$ cat src/rtl/_shift8_rx_pkg.sv
// Shared types and sizing constants for the serial-to-parallel receiver.
// Holds the FSM state encoding and the counter-width helper.
package _shift8_rx_pkg;

  typedef enum logic [1:0] {
    IDLE = 2'd0,
    RECV = 2'd1,
    FULL = 2'd2
  } state_t;

  localparam int WIDTH_DEFAULT = 8;

  // The bit counter must be able to hold the value WIDTH itself.
  function automatic int cnt_width(input int w);
    return $clog2(w + 1);
  endfunction

  localparam int CNT_W_DEFAULT = cnt_width(WIDTH_DEFAULT);

endpackage

$ cat src/rtl/_shreg8_r.sv
// Parallel-out shift register with shift enable and direction select.
// lsb_first=0 pushes new bits in at bit 0 so the first bit ends up in the MSB.
module _shreg8_r #(
  parameter int WIDTH = _shift8_rx_pkg::WIDTH_DEFAULT
) (
  input  logic             clk,
  input  logic             reset,
  input  logic             shift_en,
  input  logic             lsb_first,
  input  logic             din,
  output logic [WIDTH-1:0] q
);

  // NOTE: sequential state uses non-blocking assignments so every register
  // samples the pre-edge value of its neighbours; blocking here would chain.
  always_ff @(posedge clk or posedge reset) begin
    if (reset) begin
      q <= '0;
    end else if (shift_en) begin
      if (lsb_first) q <= {din, q[WIDTH-1:1]};
      else           q <= {q[WIDTH-2:0], din};
    end
  end

endmodule

$ cat src/rtl/_shift8_rx.sv
// Framed serial receiver: start arms a frame, WIDTH qualified bits assemble
// a word that is held under valid/ready until consumed.
module _shift8_rx
  import _shift8_rx_pkg::*;
#(
  parameter int WIDTH     = WIDTH_DEFAULT,
  parameter bit LSB_FIRST = 1'b0
) (
  input  logic             clk,
  input  logic             reset,
  input  logic             start,
  input  logic             sin,
  input  logic             sin_valid,
  output logic [WIDTH-1:0] dout,
  output logic             dout_valid,
  input  logic             dout_ready,
  output logic             busy,
  output logic             overrun
);

  localparam int CNT_W = cnt_width(WIDTH);

  state_t           state_q, state_d;
  logic [CNT_W-1:0] cnt_q, cnt_d;
  logic             ovr_d;
  logic             shift_en;

  always_ff @(posedge clk or posedge reset) begin
    if (reset) begin
      state_q <= IDLE;
      cnt_q   <= '0;
      overrun <= 1'b0;
    end else begin
      state_q <= state_d;
      cnt_q   <= cnt_d;
      overrun <= ovr_d;
    end
  end

  always_comb begin
    // NOTE: every output of this block gets a default first; a path that
    // leaves one unassigned would infer a latch.
    state_d  = state_q;
    cnt_d    = cnt_q;
    ovr_d    = overrun;
    shift_en = 1'b0;
    unique case (state_q)
      IDLE: begin
        if (start) begin
          cnt_d   = '0;
          state_d = RECV;
        end
      end
      RECV: begin
        // A restart wins over the bit offered in the same cycle.
        if (start) begin
          cnt_d = '0;
        end else if (sin_valid) begin
          shift_en = 1'b1;
          cnt_d    = cnt_q + CNT_W'(1);
          if (cnt_q == CNT_W'(WIDTH - 1)) state_d = FULL;
        end
      end
      FULL: begin
        if (sin_valid) ovr_d = 1'b1;
        if (dout_ready) begin
          if (start) begin
            cnt_d   = '0;
            state_d = RECV;
          end else begin
            state_d = IDLE;
          end
        end
      end
      default: begin
        state_d = IDLE;
        cnt_d   = '0;
      end
    endcase
  end

  _shreg8_r #(
    .WIDTH (WIDTH)
  ) u_shreg (
    .clk       (clk),
    .reset     (reset),
    .shift_en  (shift_en),
    .lsb_first (LSB_FIRST),
    .din       (sin),
    .q         (dout)
  );

  assign dout_valid = (state_q == FULL);
  assign busy       = (state_q == RECV);

endmodule

$ cat config.mk
export PLATFORM = sky130hd
export DESIGN_NAME = _shift8_rx
export DESIGN_NICKNAME = d
export VERILOG_FILES = /design/src/rtl/_shift8_rx_pkg.sv /design/src/rtl/_shreg8_r.sv /design/src/rtl/_shift8_rx.sv
export SDC_FILE = /design/constraint.sdc
export NUM_CORES = 1
export LEC_CHECK = 0
export ABC_AREA = 1
export BUFFER_PORTS_ARGS = -buffer_cell sky130_fd_sc_hd__buf_2
export CAP_MARGIN = 0
export CORE_MARGIN = 2
export CORE_UTILIZATION = 40
export CTS_CLUSTER_DIAMETER = 120
export DETAILED_ROUTE_END_ITERATION = 12
export HOLD_SLACK_MARGIN = 0.03
export PLACE_DENSITY = 0.61
export SLEW_MARGIN = 15
export SYNTH_ARGS = -nofsm -noshare
export SYNTH_HDL_FRONTEND = slang
export SYNTH_SLANG_ARGS = --single-unit
$ cat constraint.sdc
create_clock -name clk -period 2.64 [get_ports clk]
set_input_delay 0.528 -clock clk [delete_from_list [all_inputs] [get_ports clk]]
set_output_delay 0.528 -clock clk [all_outputs]
set_load 0.02 [all_outputs]
==> reports/summary.txt <==
Status -> finished, final reports clean
Die height -> 46 µm
Data arrival, critical path -> 1170 ps
Leakage -> 0.485 nW
Final wirelength -> 1.38 mm
Crit path launch type -> register
# clock sinks -> 15
Global Route Usage Sum -> 16.7%
Post-synth EDFFs -> 0
Max incr delay on CP -> 480 ps
Req. time, crit path -> 2110 ps
Syn Area/Cell -> 8.11 µm²
Number of max-cap violations -> 0
Core area -> 0.00169 mm²
Slew headroom -> 63.3%
Reg power frac -> 43.9%
Final antenna-violating net count -> 0
1st-pass router iterations -> 4
Vias in the first global route -> 539
Clk buf depth -> 2
Worst R2R Setup Slack -> 1530 ps
Multi-input logic area -> 273 µm²
RSZ-0062 raised after global routing -> false
Largest fanout on the critical path -> 5
Yosys cell types -> 17
Post-Syn Instances -> 87
Initial Util -> 41.8%
RR Startpoint -> state_q[1]
Fin. Hold Viols -> 0
Wirelength per Cell -> 11.2 µm
Reg area -> 375 µm²
Die ar. -> 0.00212 mm²
Layout cells sized above 1 -> 23.4%
First-iteration detailed-routing DRC count -> 17
Tcrit/Tclk final -> 64.2%
Die X -> 46 µm
Sw frac -> 44.3%
HPWL after DPL -> 1.03 mm
Async SR Flop Fraction -> 100%
Ant. Diodes -> 0
Worst VDD drop -> 624 µV
Switching Power -> 0.384 mW
CP Class -> reg2out
Placed insts -> 120
Final GP Congestion -> 0.799
Final cell count without fillers -> 124
Endpoints failing setup -> 0
Reg2reg path depth -> 5
Synth warn -> 0
Port Buffers -> 16
Pin count of the biggest net entering global routing -> 16
FF+latch count, synth -> 15
CTS H-Tree Depth -> 1
Maximum clock frequency -> 590 MHz
Reg-to-Reg End -> cnt_q[3]
Seq/Total Area, Yosys -> 53.2%
Boundary Pins -> 17
Worst setup path start -> state_q[0]
CTS Hold Bufs -> 0
Hold Crit Class -> in2async
Final Critical Period -> 1700 ps
CTS clk-pin slew, worst paths -> 100 ps
# DRC -> 0
Nets -> 115
Area Overhead vs Synth -> 18.6%
Slew Limit Fails -> 0
CTS tree -> done
Combinational group share of total power -> 39.9%
Cts repair resizes -> 0
Num CTS Buffers -> 3
Power Dens Cells -> 1040 mW/mm²
Most used DFF post-synth -> dfrtp_1
Type of element capturing the critical path -> primary output
CTS Root Cell -> clkbuf_4
Via density -> 4.75
Initial antenna violation count -> 0
Clock skew -> 1.89 ps
Cell internal pwr -> 0.484 mW
Worst setup path end -> busy
Critical path's slowest cell -> dfrtp_1
Post-synthesis cell area -> 706 µm²
CP Cell Sequence -> nand2_1 -> inv_1 -> buf_2
Cell Rows -> 15
Clk pwr share -> 16.1%
# Post-CTS Setup Buffers -> 0
First-pass GRT wire length -> 2.35 mm
Slew @ Worst Pin -> 550 ps
Vias -> 589
Setup TNS -> 0 ps
Total power -> 0.868 mW
Clock Latency Late Sink -> 300 ps
Mapped Nets -> 94
Fill count -> 174
GRT Residual Overflow -> 0
Hold_ws -> 258 ps
[how the worst min path moves through the flow]
stage,startpoint,endpoint,slack [ps],cells after the start
6_report,reset,u_shreg.q[4],260,2
5_1_grt,reset,u_shreg.q[3],300,2
2_1_floorplan,reset,cnt_q[0],430,1
4_1_cts,reset,u_shreg.q[5],270,2
3_3_place_gp,overrun,overrun,440,1
3_5_place_dp,overrun,overrun,450,1
[critical path: cells and delay by family, from the launching register on]
| family | cells | cell delay [ps] |
|---|---|---|
| flops | 1 | 480 |
| simple gates | 1 | 140 |
| buf+inv | 2 | 250 |
[state kept, by name (all words and copies together) (netlist names)]
signal,count
overrun,1
cnt_q,4
u_shreg.q,8
state_q,2
[through the flow]
step	setup slack, ps	cell area, µm²	util [%]
6_report	944	837	49.6
5_1_grt	846	837	49.6
4_1_cts	938	837	49.6
3_5_place_dp	1280	807	47.8
3_3_place_gp	1320	807	47.8
2_1_floorplan	1340	706	-
[area by class of cell]
| class | instances | share of cell area (%) |
|---|---|---|
| clock buffers | 3 | 2.69 |
| repair buffers | 16 | 9.57 |
| inverters | 14 | 6.88 |
| multi-input cells | 58 | 32.6 |
| flip-flops and latches | 15 | 44.8 |
| clock inverters | 1 | 0.897 |
| well taps | 17 | 2.54 |
[power groups by stage]
stage          sequential [mW]  clock (mW)  combinational, mW
6_report                 0.382       0.140              0.347
4_1_cts                  0.382       0.147              0.353
2_1_floorplan            0.447           0              0.172
5_1_grt                  0.393       0.157              0.395
3_5_place_dp             0.385           0              0.352
3_3_place_gp             0.382           0              0.347
[layout by cell type (no fill, tap or decap), types with 3 or more instances in the layout]
cell	Yosys	routed
buf_2	0	16
clkbuf_4	0	3
dfrtp_1	15	15
inv_1	12	12
nand2_1	36	36
nand3_1	5	5
nor2_1	4	4
o21ai_0	4	4
[logic make-up (layout without fill, tap and decap cells)]
kind of cell | after synthesis | count (layout) | share of synthesized area (%)
and+or+nand+nor | 51 | 51 | 32.3
adders and majority gates | 1 | 1 | 1.77
DFF | 15 | 15 | 53.2
AOI/OAI and AO/OA | 6 | 6 | 4.61
buffers and inverters | 14 | 34 | 8.16
[Yosys cell counts (4+ instances only)]
master / n / share of area, %
nand2_1: 36 / 19
dfrtp_1: 15 / 53
inv_1: 12 / 6.4
nand3_1: 5 / 3.5
nor2_1: 4 / 2.1
o21ai_0: 4 / 2.8
[per-layer routing]
layer / wire (µm) / up-vias / GRT usage, %
li1: - / 307 / -
met1: 616 / 261 / 19.9
met2: 649 / 16 / 26.1
met3: 66 / 5 / 2.38
met4: 51 / 0 / 13.7
met5: 0 / - / 0
(Power assumes the default switching activity.)
